$ cat src/rtl/thread_id_table.sv
// thread_id_table: flop ID table with NUM_WR write ports, per-entry valid and base+i*stride fill sequencer.
// Optional THREAD_ID_CLEAR_EN adds clr, which invalidates all entries and aborts a fill.
module thread_id_table #(
  parameter int DATA_WIDTH = 32,
  parameter int ADDR_WIDTH = 5,
  parameter int ADDR_DEPTH = 1 << ADDR_WIDTH,
  parameter int NUM_WR = 2
) (
  input  logic clk,
  input  logic rst,
`ifdef THREAD_ID_CLEAR_EN
  input  logic clr,
`endif
  input  logic [NUM_WR-1:0] we,
  input  logic [NUM_WR*ADDR_WIDTH-1:0] wa,
  input  logic [NUM_WR*DATA_WIDTH-1:0] di,
  input  logic fill_start,
  input  logic [DATA_WIDTH-1:0] fill_base,
  input  logic [DATA_WIDTH-1:0] fill_stride,
  input  logic [ADDR_WIDTH:0] fill_count,
  output logic fill_busy,
  output logic fill_done,
  output logic [DATA_WIDTH-1:0] dout [ADDR_DEPTH],
  output logic [ADDR_DEPTH-1:0] valid
);
  typedef enum logic [1:0] {IDLE, FILL, DONE} state_t;
  localparam logic [ADDR_WIDTH:0] DEPTH_N = (ADDR_WIDTH+1)'(ADDR_DEPTH);
  state_t state, next;
  logic wipe, last;
  logic [ADDR_WIDTH-1:0] idx;
  logic [ADDR_WIDTH:0] cnt, n_sat;
  logic [DATA_WIDTH-1:0] acc, stride;
`ifdef THREAD_ID_CLEAR_EN
  assign wipe = clr;
`else
  assign wipe = 1'b0;
`endif
  assign n_sat = fill_count > DEPTH_N ? DEPTH_N : fill_count;
  assign last = {1'b0, idx} == cnt - 1'b1;
  always_ff @(posedge clk)
    state <= rst ? IDLE : next;
  always_comb
    next = wipe ? IDLE
         : state == IDLE ? (fill_start ? (n_sat == '0 ? DONE : FILL) : IDLE)
         : state == FILL ? (last ? DONE : FILL)
         : IDLE;
  always_comb begin
    fill_busy = state == FILL;
    fill_done = state == DONE;
  end
  always_ff @(posedge clk) begin
    if (rst) begin
      idx <= '0;
      cnt <= '0;
      acc <= '0;
      stride <= '0;
      valid <= '0;
      for (int i = 0; i < ADDR_DEPTH; i++) dout[i] <= '0;
    end else begin
      if (state == IDLE && fill_start) begin
        acc <= fill_base;
        stride <= fill_stride;
        cnt <= n_sat;
        idx <= '0;
      end else if (state == FILL) begin
        acc <= acc + stride;
        idx <= idx + 1'b1;
      end
      if (wipe) valid <= '0;
      else begin
        for (int p = 0; p < NUM_WR; p++)
          if (we[p]) begin
            dout[wa[p*ADDR_WIDTH +: ADDR_WIDTH]] <= di[p*DATA_WIDTH +: DATA_WIDTH];
            valid[wa[p*ADDR_WIDTH +: ADDR_WIDTH]] <= 1'b1;
          end
        if (state == FILL) begin
          dout[idx] <= acc;
          valid[idx] <= 1'b1;
        end
      end
    end
  end
endmodule

$ cat config.mk
export PLATFORM = sky130hd
export DESIGN_NAME = thread_id_table
export DESIGN_NICKNAME = d
export VERILOG_FILES = /design/src/rtl/thread_id_table.sv
export SDC_FILE = /design/constraint.sdc
export NUM_CORES = 2
export LEC_CHECK = 0
export ABC_CLOCK_PERIOD_IN_PS = 3590
export CAP_MARGIN = 0
export CORE_AREA = 2 2 466 468
export DETAILED_ROUTE_END_ITERATION = 16
export DIE_AREA = 0 0 468 470
export GPL_TIMING_DRIVEN = 0
export SLEW_MARGIN = 20
export SYNTH_ARGS = -nofsm -noshare
export SYNTH_HDL_FRONTEND = slang
export SYNTH_SLANG_ARGS = --single-unit
$ cat constraint.sdc
create_clock -name clk -period 3.59 [get_ports clk]
set_clock_uncertainty 0.15 [all_clocks]
set_input_delay 1.077 -clock clk [delete_from_list [all_inputs] [get_ports clk]]
set_output_delay 1.077 -clock clk [all_outputs]
set_load 0.005 [all_outputs]
==> metrics.cfg <==
[job]
maxCapViolations=0

[pwr]
vdd_ir_drop_max_uv=291
p_leak_nw=31.4
seq_power_share=0.391
p_comb_frac=0.141
switchingPower_mw=10.2
netSwitchingFraction=0.303
powerDensity_nw_per_um2=410
pwr-share-clk=0.468
p_int_mw=23.6

[synthesis]
synth_nets=8183
synthFlopType=dfxtp_1
synth-edff-count=0
yosysSeqAreaShare=0.368
syn_area_um2=61600
ys_types=64
postSynth.asyncResetShare=0
synth_warnings=0
ys_seq_elements=1133
syn_inst=7997
avgSynthCellArea_um2=7.71

[setup_path]
cp-start-kind=primary input
critPathMostFrequentCell=nor2_1
cp_slowest_stage_delay_ns=0.76
cp_slowest_cell=buf_1
critical_path_class=primary input to register
worstSetupEndpointType=register
path_cells=clkdlybuf4s50_1, and3b_1, buf_1, nand2_1, clkbuf_1, nor2_1, a211oi_1, a21oi_1, nor2_1
path_buf_inv=3
cpLargestDelayFamily=buffers and inverters
worstPathMaxFanout=10
worstPathArrival_ns=4.30
cp_data_required_time_ns=4.11

[timing]
tightest_slew_ns=1.33
finalCritPeriodShare=1.05
setup_viol=99
rsz0062_at_grt=true
slew_headroom=0.112
slew_viol_final=0
fin_crit_ns=3.78
hold_slack_ns=0.312
finalHoldViolCount=0
fmaxAchievable_mhz=264
setup_ws_ns=-0.194

[drt]
vias_per_cell=5.95
ant_nets=0
remaining_drc_errors=0
dr.first_iter.drc_count=10500
via_count=73400
drt_pass1_iterations=6
totalWireLength_um=449000
routedWlPerCell_um=36.4

[place]
placed_area_um2=77300
post-place-ws_ns=-1.05
port_buffers=1201
post-place-cells=12100
gp_congestion=1.02
dpl.hpwl_um=359000

[status]
violations=setup timing
status=finished, violations left

[cells_and_area]
fin_nets=9538
fin_cells=12300
finalInstanceArea_um2=82400
drive_gt1_frac=0.0404
syn_to_final_growth_pct=33.7
fillerInstances=22200

[clock_tree]
clockBufferDepth=3
cts_tree=yes
htreeDepth=4
path_clk_slew_ns=0.06
insertion_delay_ns=0.84
numCtsBuffers=147
root_buffer=clkbuf_16
cts_hold_buf=0
clock-sinks=1133

[floorplan]
core_area_um2=216000
fp.dieH_um=470
die_w_um=468
start_util=0.286
ioPinCount=1207
fp-row-count=171
fp.dieArea_um2=220000

[grt]
grt_usage=0.387
grt-ovfl-total=0
first_global_vias=66600
grt_start_max_net_pins=17
grt_pass1_wl_um=593000
antenna_found_initial=30

[min_path]
holdCritPathClass=register to register

final timing paths:
kind,startpoint,end,slack [ns],cells past startpoint
min reg2reg,stride[22]$_SDFFE_PP0P_,stride[22]$_SDFFE_PP0P_,0.31,2
min,stride[22]$_SDFFE_PP0P_,stride[22]$_SDFFE_PP0P_,0.31,2
max reg2reg,state[0]$_SDFF_PP0_,dout[244]$_SDFF_PP0_,0.03,10
max,we[1],dout[587]$_SDFF_PP0_,-0.19,9
timing repair:
action                                  CTS  global route
endpoints found under the setup margin  220           246
cloned                                    0             0
endpoints found under the hold margin     0             0
gates resized for setup                  10            34
buffers inserted                          1             3
pin swaps                                 1             3
cell usage in the layout, fill, tap and decap left out, types with 21 or more instances in the layout:
| cell type | instances |
|---|---|
| nor2_1 | 2157 |
| clkdlybuf4s50_1 | 1201 |
| dfxtp_1 | 1132 |
| a21oi_1 | 1115 |
| a211oi_1 | 1035 |
| mux2i_1 | 1024 |
| clkbuf_1 | 851 |
| nand2_1 | 161 |
| clkbuf_16 | 151 |
| buf_1 | 91 |
| buf_2 | 78 |
| ha_1 | 36 |
| clkbuf_8 | 30 |
| diode_2 | 22 |
| clkinv_2 | 22 |
| a31oi_1 | 21 |
power groups by stage:
stage / Combinational (mW) / Clock (mW) / Sequential (mW)
3_5_place_dp: 4.57 / 0 / 13.5
2_1_floorplan: 2.01 / 0 / 13.3
6_report: 4.77 / 15.8 / 13.2
5_1_grt: 4.87 / 16.3 / 13.2
3_3_place_gp: 4.55 / 0 / 13.5
4_1_cts: 4.60 / 15.9 / 13.2
synth_stat cells (all sizes together), types with 8 or more instances:
master	n	area share
a2111oi	18	0.0029
a211oi	1035	0.13
a21o	16	0.0019
a21oi	1115	0.091
a31oi	21	0.0021
and3	11	0.0011
buf	183	0.013
clkbuf	840	0.051
dfxtp	1133	0.37
ha	36	0.0073
inv	12	0.00073
mux2i	1024	0.17
nand2	164	0.010
nand3	14	0.0011
nand3b	12	0.0015
nand4	8	0.00081
nor2	2171	0.13
nor3	19	0.0015
nor3b	10	0.0012
o21ai	21	0.0017
o221ai	13	0.0018
xnor2	18	0.0026
xor2	13	0.0018
routing by layer:
layer / wire length, um / GRT usage / vias to the layer above
met5: 157 / 0 / -
met2: 174000 / 0.527 / 5380
met4: 33200 / 0.238 / 24
met3: 61000 / 0.156 / 993
met1: 181000 / 0.504 / 36200
li1: - / - / 30800
logic make-up after synthesis:
family	after synthesis	synth area share
AO/OA/AOI/OAI	2291	0.234
XOR/XNOR	31	0.00441
adder cells (fa/ha/maj)	37	0.00763
buffers and inverters	1035	0.0652
flip-flops	1133	0.368
multiplexers	1024	0.166
AND/OR/NAND/NOR	2446	0.154
final cells by class:
type | instances | area [um2] | area share
antenna | 22 | 55.1 | 0.000668
buffer | 1022 | 4020 | 0.0488
clock buffer | 212 | 4310 | 0.0523
clock inverter | 47 | 668 | 0.00811
inverter | 12 | 45.0 | 0.000547
multi-input combinational | 5829 | 35000 | 0.424
sequential | 1133 | 22700 | 0.275
tap | 2854 | 3570 | 0.0433
timing repair buffer | 1207 | 12100 | 0.147
worst min-delay path, cell delays in order (launching register included):
cell,delay (ns)
dfxtp_1,0.31
nand2_1,0.05
a21oi_1,0.05
sequential cells by signal (all words and copies together), names as in the netlist:
name and count:
acc 32, dout 1024, valid 32, state 2
stride 32, idx 5, cnt 6
metrics by stage:
| stage | total power [mW] | setup TNS, ns | utilization |
|---|---|---|---|
| after floorplan | 15.3 | 0 | - |
| after global placement | 18.0 | -810.73 | 0.358 |
| after detailed placement | 18.0 | -696.08 | 0.358 |
| after CTS | 33.7 | -0.0855 | 0.381 |
| after global routing | 34.4 | -2.56 | 0.382 |
| final | 33.8 | -6.24 | 0.382 |
Power figures use the tool's default switching activity.
